--- src/rtl/rtc_bus_scheduler_pkg.sv ---
// Shared RTC definitions: register map, shadow slot numbering and scheduler state encoding.
package rtc_pkg;

  localparam int NREG_DEF    = 9;
  localparam int TIMEOUT_DEF = 255;

  typedef logic [3:0] slot_t;

  // Shadow memory slots hold the time/alarm registers in burst order.
  localparam slot_t SLOT_FIRST = 4'd1;
  localparam slot_t SLOT_LAST  = 4'd15;

  typedef enum logic [2:0] {
    ST_IDLE,
    ST_USR_ST,
    ST_USR_WT,
    ST_RD_ST,
    ST_RD_WT,
    ST_RD_STO
  } state_t;

  // sec, min, hour, day, month, year, alarm sec/min/hour
  function automatic logic [7:0] rtc_addr(input slot_t idx);
    logic [7:0] a;
    case (idx)
      4'd0:    a = 8'h21;
      4'd1:    a = 8'h22;
      4'd2:    a = 8'h23;
      4'd3:    a = 8'h24;
      4'd4:    a = 8'h25;
      4'd5:    a = 8'h26;
      4'd6:    a = 8'h41;
      4'd7:    a = 8'h42;
      4'd8:    a = 8'h43;
      default: a = 8'h21;
    endcase
    return a;
  endfunction

endpackage

--- src/rtl/rtc_bus_scheduler_if.sv ---
// Handshake between the scheduler (sole bus master) and the RTC bus driver.
interface rtc_bus_scheduler_if;
  logic       start;
  logic       rw;
  logic [7:0] addr;
  logic [7:0] wdata;
  logic       done;
  logic [7:0] rdata;

  modport master (output start, rw, addr, wdata, input done, rdata);
  modport slave  (input start, rw, addr, wdata, output done, rdata);
endinterface

--- src/rtl/rtc_bus_watchdog.sv ---
// Transaction watchdog: counts while enabled, flags when the count reaches TIMEOUT.
module rtc_bus_watchdog #(
  parameter int TIMEOUT = 255,
  parameter int W       = 8
) (
  input  logic i_clk,
  input  logic i_rst,
  input  logic i_clear,
  input  logic i_en,
  output logic o_expired
);

  logic [W-1:0] r_cnt;

  always_ff @(posedge i_clk or posedge i_rst) begin
    if (i_rst)                     r_cnt <= '0;
    else if (i_clear)              r_cnt <= '0;
    else if (i_en && !o_expired)   r_cnt <= r_cnt + W'(1);
  end

  assign o_expired = (r_cnt == W'(TIMEOUT));

endmodule

--- src/rtl/rtc_bus_scheduler.sv ---
// Arbitrates the RTC bus driver between 1 Hz shadow refresh bursts and user register writes.
module rtc_bus_scheduler
  import rtc_pkg::*;
#(
  parameter int NREG    = NREG_DEF,
  parameter int TIMEOUT = TIMEOUT_DEF
) (
  input  logic                       i_clk,
  input  logic                       i_rst,
  input  logic                       i_tick,
  input  logic                       i_usr_req,
  input  logic [7:0]                 i_usr_addr,
  input  logic [7:0]                 i_usr_data,
  output logic                       o_usr_done,
  rtc_bus_scheduler_if.master        bus,
  output logic                       o_mem_we,
  output logic [3:0]                 o_mem_addr,
  output logic [7:0]                 o_mem_data,
  output logic                       o_busy,
  output logic                       o_refresh_done,
  output logic                       o_overrun,
  output logic                       o_timeout_err
);

  localparam slot_t LAST_IDX = slot_t'(NREG - 1);

  state_t     r_state;
  slot_t      r_idx;
  logic       r_tick_pend, r_overrun, r_timeout_err;
  logic       r_start, r_rw, r_usr_done, r_mem_we, r_busy, r_refresh_done;
  logic [7:0] r_addr, r_wdata, r_mem_data;
  slot_t      r_mem_addr;
  logic       w_usr_go, w_rd_launch, w_wd_clear, w_wd_en, w_wd_expired;

  // A request still held during its own usr_done cycle must not start a second write.
  assign w_usr_go    = i_usr_req && !r_usr_done;
  assign w_rd_launch = (r_state == ST_IDLE) && !w_usr_go && r_tick_pend;
  assign w_wd_clear  = (r_state == ST_USR_ST) || (r_state == ST_RD_ST);
  assign w_wd_en     = (r_state == ST_USR_WT) || (r_state == ST_RD_WT);

  rtc_bus_watchdog #(.TIMEOUT(TIMEOUT), .W(8)) u_wdog (
    .i_clk     (i_clk),
    .i_rst     (i_rst),
    .i_clear   (w_wd_clear),
    .i_en      (w_wd_en),
    .o_expired (w_wd_expired)
  );

  // A tick coinciding with the launch that consumes the pending one is not an overrun.
  always_ff @(posedge i_clk or posedge i_rst) begin
    if (i_rst) begin
      r_tick_pend <= 1'b0;
      r_overrun   <= 1'b0;
    end else if (i_tick) begin
      r_tick_pend <= 1'b1;
      if (r_tick_pend && !w_rd_launch) r_overrun <= 1'b1;
    end else if (w_rd_launch) begin
      r_tick_pend <= 1'b0;
    end
  end

  always_ff @(posedge i_clk or posedge i_rst) begin
    if (i_rst) begin
      r_state        <= ST_IDLE;
      r_idx          <= '0;
      r_start        <= 1'b0;
      r_rw           <= 1'b0;
      r_addr         <= '0;
      r_wdata        <= '0;
      r_usr_done     <= 1'b0;
      r_mem_we       <= 1'b0;
      r_mem_addr     <= '0;
      r_mem_data     <= '0;
      r_busy         <= 1'b0;
      r_refresh_done <= 1'b0;
      r_timeout_err  <= 1'b0;
    end else begin
      r_start        <= 1'b0;
      r_usr_done     <= 1'b0;
      r_mem_we       <= 1'b0;
      r_refresh_done <= 1'b0;
      case (r_state)
        ST_IDLE: begin
          if (w_usr_go) begin
            r_state <= ST_USR_ST;
            r_start <= 1'b1;
            r_rw    <= 1'b0;
            r_addr  <= i_usr_addr;
            r_wdata <= i_usr_data;
            r_busy  <= 1'b1;
          end else if (r_tick_pend) begin
            r_state <= ST_RD_ST;
            r_idx   <= '0;
            r_start <= 1'b1;
            r_rw    <= 1'b1;
            r_addr  <= rtc_addr(4'd0);
            r_busy  <= 1'b1;
          end
        end
        ST_USR_ST: r_state <= ST_USR_WT;
        ST_USR_WT: begin
          if (bus.done || w_wd_expired) begin
            if (!bus.done) r_timeout_err <= 1'b1;
            r_usr_done <= 1'b1;
            r_state    <= ST_IDLE;
            r_busy     <= 1'b0;
          end
        end
        ST_RD_ST: r_state <= ST_RD_WT;
        ST_RD_WT: begin
          if (bus.done) begin
            r_mem_we   <= 1'b1;
            r_mem_addr <= r_idx + SLOT_FIRST;
            r_mem_data <= bus.rdata;
            r_state    <= ST_RD_STO;
          end else if (w_wd_expired) begin
            r_timeout_err <= 1'b1;
            r_state       <= ST_IDLE;
            r_busy        <= 1'b0;
          end
        end
        ST_RD_STO: begin
          if (r_idx == LAST_IDX) begin
            r_refresh_done <= 1'b1;
            r_state        <= ST_IDLE;
            r_busy         <= 1'b0;
          end else begin
            r_idx   <= r_idx + 4'd1;
            r_start <= 1'b1;
            r_rw    <= 1'b1;
            r_addr  <= rtc_addr(r_idx + 4'd1);
            r_state <= ST_RD_ST;
          end
        end
        default: begin
          r_state <= ST_IDLE;
          r_busy  <= 1'b0;
        end
      endcase
    end
  end

  assign bus.start      = r_start;
  assign bus.rw         = r_rw;
  assign bus.addr       = r_addr;
  assign bus.wdata      = r_wdata;
  assign o_usr_done     = r_usr_done;
  assign o_mem_we       = r_mem_we;
  assign o_mem_addr     = r_mem_addr;
  assign o_mem_data     = r_mem_data;
  assign o_busy         = r_busy;
  assign o_refresh_done = r_refresh_done;
  assign o_overrun      = r_overrun;
  assign o_timeout_err  = r_timeout_err;

endmodule

--- src/flat_wrapper.sv ---
// flat-port wrapper written by rule: the top's interface ports become plain ports
module rtc_bus_scheduler_flat import rtc_pkg::*;
#(
  parameter int NREG    = NREG_DEF,
  parameter int TIMEOUT = TIMEOUT_DEF
)
  (i_clk, i_rst, i_tick, i_usr_req, i_usr_addr, i_usr_data, o_usr_done, o_mem_we, o_mem_addr, o_mem_data, o_busy, o_refresh_done, o_overrun, o_timeout_err, bus_start, bus_rw, bus_addr, bus_wdata, bus_done, bus_rdata);
  rtc_bus_scheduler_if bus_i ();
  input  logic i_clk;
  input  logic i_rst;
  input  logic i_tick;
  input  logic i_usr_req;
  input  logic [7:0] i_usr_addr;
  input  logic [7:0] i_usr_data;
  output logic o_usr_done;
  output logic o_mem_we;
  output logic [3:0] o_mem_addr;
  output logic [7:0] o_mem_data;
  output logic o_busy;
  output logic o_refresh_done;
  output logic o_overrun;
  output logic o_timeout_err;
  output wire logic [$bits(bus_i.start)-1:0] bus_start;
  output wire logic [$bits(bus_i.rw)-1:0] bus_rw;
  output wire logic [$bits(bus_i.addr)-1:0] bus_addr;
  output wire logic [$bits(bus_i.wdata)-1:0] bus_wdata;
  input wire logic [$bits(bus_i.done)-1:0] bus_done;
  input wire logic [$bits(bus_i.rdata)-1:0] bus_rdata;
  assign bus_start = bus_i.start;
  assign bus_rw = bus_i.rw;
  assign bus_addr = bus_i.addr;
  assign bus_wdata = bus_i.wdata;
  assign bus_i.done = bus_done;
  assign bus_i.rdata = bus_rdata;
  rtc_bus_scheduler #(.NREG(NREG), .TIMEOUT(TIMEOUT)) u_core (.i_clk(i_clk), .i_rst(i_rst), .i_tick(i_tick), .i_usr_req(i_usr_req), .i_usr_addr(i_usr_addr), .i_usr_data(i_usr_data), .o_usr_done(o_usr_done), .bus(bus_i), .o_mem_we(o_mem_we), .o_mem_addr(o_mem_addr), .o_mem_data(o_mem_data), .o_busy(o_busy), .o_refresh_done(o_refresh_done), .o_overrun(o_overrun), .o_timeout_err(o_timeout_err));
endmodule
--- config.mk ---
export PLATFORM = sky130hd
export DESIGN_NAME = rtc_bus_scheduler_flat
export DESIGN_NICKNAME = d
export VERILOG_FILES = /design/src/rtl/rtc_bus_scheduler_pkg.sv /design/src/rtl/rtc_bus_scheduler_if.sv /design/src/rtl/rtc_bus_watchdog.sv /design/src/rtl/rtc_bus_scheduler.sv /design/src/flat_wrapper.sv
export SDC_FILE = /design/constraint.sdc
export NUM_CORES = 1
export LEC_CHECK = 0
export BUFFER_PORTS_ARGS = -buffer_cell sky130_fd_sc_hd__buf_2
export CORE_MARGIN = 3
export CORE_UTILIZATION = 32
export DETAILED_ROUTE_END_ITERATION = 6
export PLACE_DENSITY = 0.5
export SLEW_MARGIN = 0
export SYNTH_ARGS = -nofsm -noshare
export SYNTH_HDL_FRONTEND = slang
export SYNTH_SLANG_ARGS = --single-unit
--- constraint.sdc ---
create_clock -name i_clk -period 2.3 [get_ports i_clk]
set_input_delay 0.115 -clock i_clk [delete_from_list [all_inputs] [get_ports i_clk]]
set_output_delay 0.115 -clock i_clk [all_outputs]
set_load 0.005 [all_outputs]
==> flow_summary.yaml <==
run_status:
  status: "finished, final reports clean"
setup_path:
  required_ns: 2.50
  path_cells: "inv_1 > ha_1 > nand3b_1 > a21oi_1 > or2_4 > inv_2 > nor2_1 > a21oi_1"
  cp-start-kind: "flop"
  worstPathArrival_ns: 2.08
  critPathCaptureType: "flop"
  cpMostUsedCell: "a21oi_1"
  cpPeakStageDelay_ns: 0.45
  slowest_stage: "dfrtp_1"
  crit_path_max_fanout: 13
  critPathKind: "flop to flop"
clocking:
  clk_latency_ns: 0.31
  htreeDepth: 2
  root_buffer: "clkbuf_8"
  clk_pin_slew_worst_paths_ns: 0.10
  clock_path_buffers: 2
  cts_sinks: 52
  cts_tree: "yes"
  post_cts_buffers: 0
  cts_inserted_buffers: 5
timing:
  finalCritPeriodShare_pct: 81.8
  finalCriticalPeriod_ns: 1.88
  drv_slew: 0
  worst_slack_ns: 0.419
  tightestPinTransition_ns: 0.469
  relSlewSlack_pct: 68.5
  tns_ns: 0
  clock_skew_ns: 0.0132
  setup_viol: 0
  fmax_ghz: 0.532
  holdWs_ns: 0.0210
  rsz0062_at_grt: "false"
  hold_viol: 0
layout:
  nNetsFinal: 321
  final_common_cell: "buf_2"
  fin_cells: 385
  drive_gt1_share_pct: 37.8
  layout_common_cells: "64 x buf_2, 52 x dfrtp_1, 21 x nor2_1"
  num_antenna_cells: 0
  area_growth_pct: 21.9
  n_fill_cell: 768
synthesis:
  synth-async-reset-ratio_pct: 100
  yosysWarningCount: 0
  ys_seq_elements: 52
  synth_edf_count: 0
  avgSynthCellArea_um2: 11.3
  synth_seq_area_share_pct: 53.7
  synth_cell_types: 46
  synthCells: 215
  syn_nets: 250
  syn-cell-area_mm2: 0.00242
  synth-main-ff-cell: "dfrtp_1"
min_path:
  hold_class: "primary input to flop"
power_and_ir_drop:
  power.density_mw_per_mm2: 1090
  leakage_nw: 1.42
  max-vdd-ir-drop_uv: 403
  totalPowerFinal_mw: 3.23
place:
  place_inst: 376
  preCtsSetupSlack_ns: 0.410
  port_buffers: 64
  hpwl_um: 3820
  finalWeightedCongestion: 0.742
floorplanning:
  rows: 31
  pin_count: 65
  start_util_pct: 33.3
  die_area_mm2: 0.00866
  core_area_mm2: 0.00729
  die_w_um: 93.1
  die_h_um: 93.1
route:
  viasPerCell: 4.69
  via_count: 1807
  wl_um: 5100
  drtPass1Iterations: 4
  drc: 0
  final_antenna_net_count: 0
  detail_route.wl_per_cell_um: 13.2
  drtIter0Drc: 67
grt:
  grt_max_degree: 25
  grt_overflow: 0
  gr-usage-all-layers_pct: 12.8
  grt_antenna_before_repair: 0
  grt_pass1_vias: 1860
  grt_pass1_wl_um: 8910
run:
  drv_cap: 0
[Yosys cell counts (2+ instances only)]
library cell  instances  area (um2)
buf_4                 2        15.0
xnor2_1               5        43.8
mux2i_1               3        30.0
a32oi_1               2        17.5
nor2_1               21        78.8
or3_1                 2        12.5
nand4_1               2        12.5
inv_1                 6        22.5
and3_1                3        18.8
ha_1                  6        75.1
nand2b_1              2        12.5
buf_2                 2        10.0
a31o_2                3        26.3
a21oi_1              10        50.1
nand3_1               9        45.0
dfrtp_1              52        1300
nand2_1              18        67.6
o21ai_0              11        55.1
buf_6                 2        22.5
nor3_1                6        30.0
nand3b_1              2        15.0
a21o_1                3        22.5
o31ai_1               3        22.5
mux2_2               18         203
[cell families after synthesis]
kind of cell             synth area share (%)
multiplexers                             10.1
AND/OR/NAND/NOR                          16.5
XOR/XNOR                                 2.84
buffers and inverters                    3.20
adder cells (fa/ha/maj)                  3.10
flip-flops                               53.7
AO/OA/AOI/OAI                            10.6
[layout make-up]
class	instances	area, um2	share of cell area (%)
multi-input cells	149	1050	35.4
repair buffers	71	378	12.8
flip-flops and latches	52	1300	44.0
clock inverters	2	12.5	0.423
clock buffers	5	68.8	2.33
well taps	99	124	4.19
inverters	7	26.3	0.889
[critical path: cells and delay by family, from the launching register on]
family / cells / cell delay [ns]
and+or+nand+nor: 3 / 0.55
DFF: 1 / 0.45
AOI/OAI and AO/OA: 2 / 0.38
buffers and inverters: 2 / 0.22
adders and majority gates: 1 / 0.16
[metal layers]
layer / part of all wire [%] / GRT usage [%] / vias to the layer above
met5: 0 / 0 / -
met4: 1.5 / 4.40 / 0
met3: 4.9 / 3.14 / 6
met2: 47 / 20.3 / 45
met1: 46 / 17.0 / 864
li1: - / - / 892
[report_power, final]
group	leakage (nW)	switching (mW)	internal (mW)
Sequential	0.655	0.239	1.24
Combinational	0.728	0.617	0.629
Clock	0.0400	0.298	0.207
Total	1.42	1.15	2.08
[metrics by stage]
step / util (%) / area [um2]
floorplan: - / 2420
global placement: 39.2 / 2860
detailed placement: 39.2 / 2860
CTS: 40.5 / 2960
global route: 40.5 / 2960
finish: 40.5 / 2960
[worst paths after layout]
check / start / end / slack (ns) / cells after the start
max in group asynchronous: i_rst / u_core.u_wdog.r_cnt[7] / 1.40 / 4
worst min-delay path: i_usr_addr[4] / u_core.bus.addr[4] / 0.02 / 3
min in group asynchronous: i_rst / u_core.o_mem_addr[1] / 0.28 / 3
worst max-delay path: u_core.r_idx[0] / u_core.bus.addr[6] / 0.42 / 8
worst min register to register: u_core.bus.addr[3] / u_core.bus.addr[3] / 0.47 / 2
worst max register to register: u_core.r_idx[0] / u_core.bus.addr[6] / 0.42 / 8
[registers in the layout (all words and copies together) (netlist names), 3 cells and up]
name,count
u_core.bus.wdata,8
u_core.u_wdog.r_cnt,8
u_core.o_mem_addr,4
u_core.o_mem_data,8
u_core.bus.addr,8
u_core.r_state,3
u_core.r_idx,4
[what timing repair did]
action,CTS,global route
gates resized for setup,0,0
hold endpoints to repair,12,0
hold buffers,2,0
No activity file was read; power rests on OpenSTA's default activity.
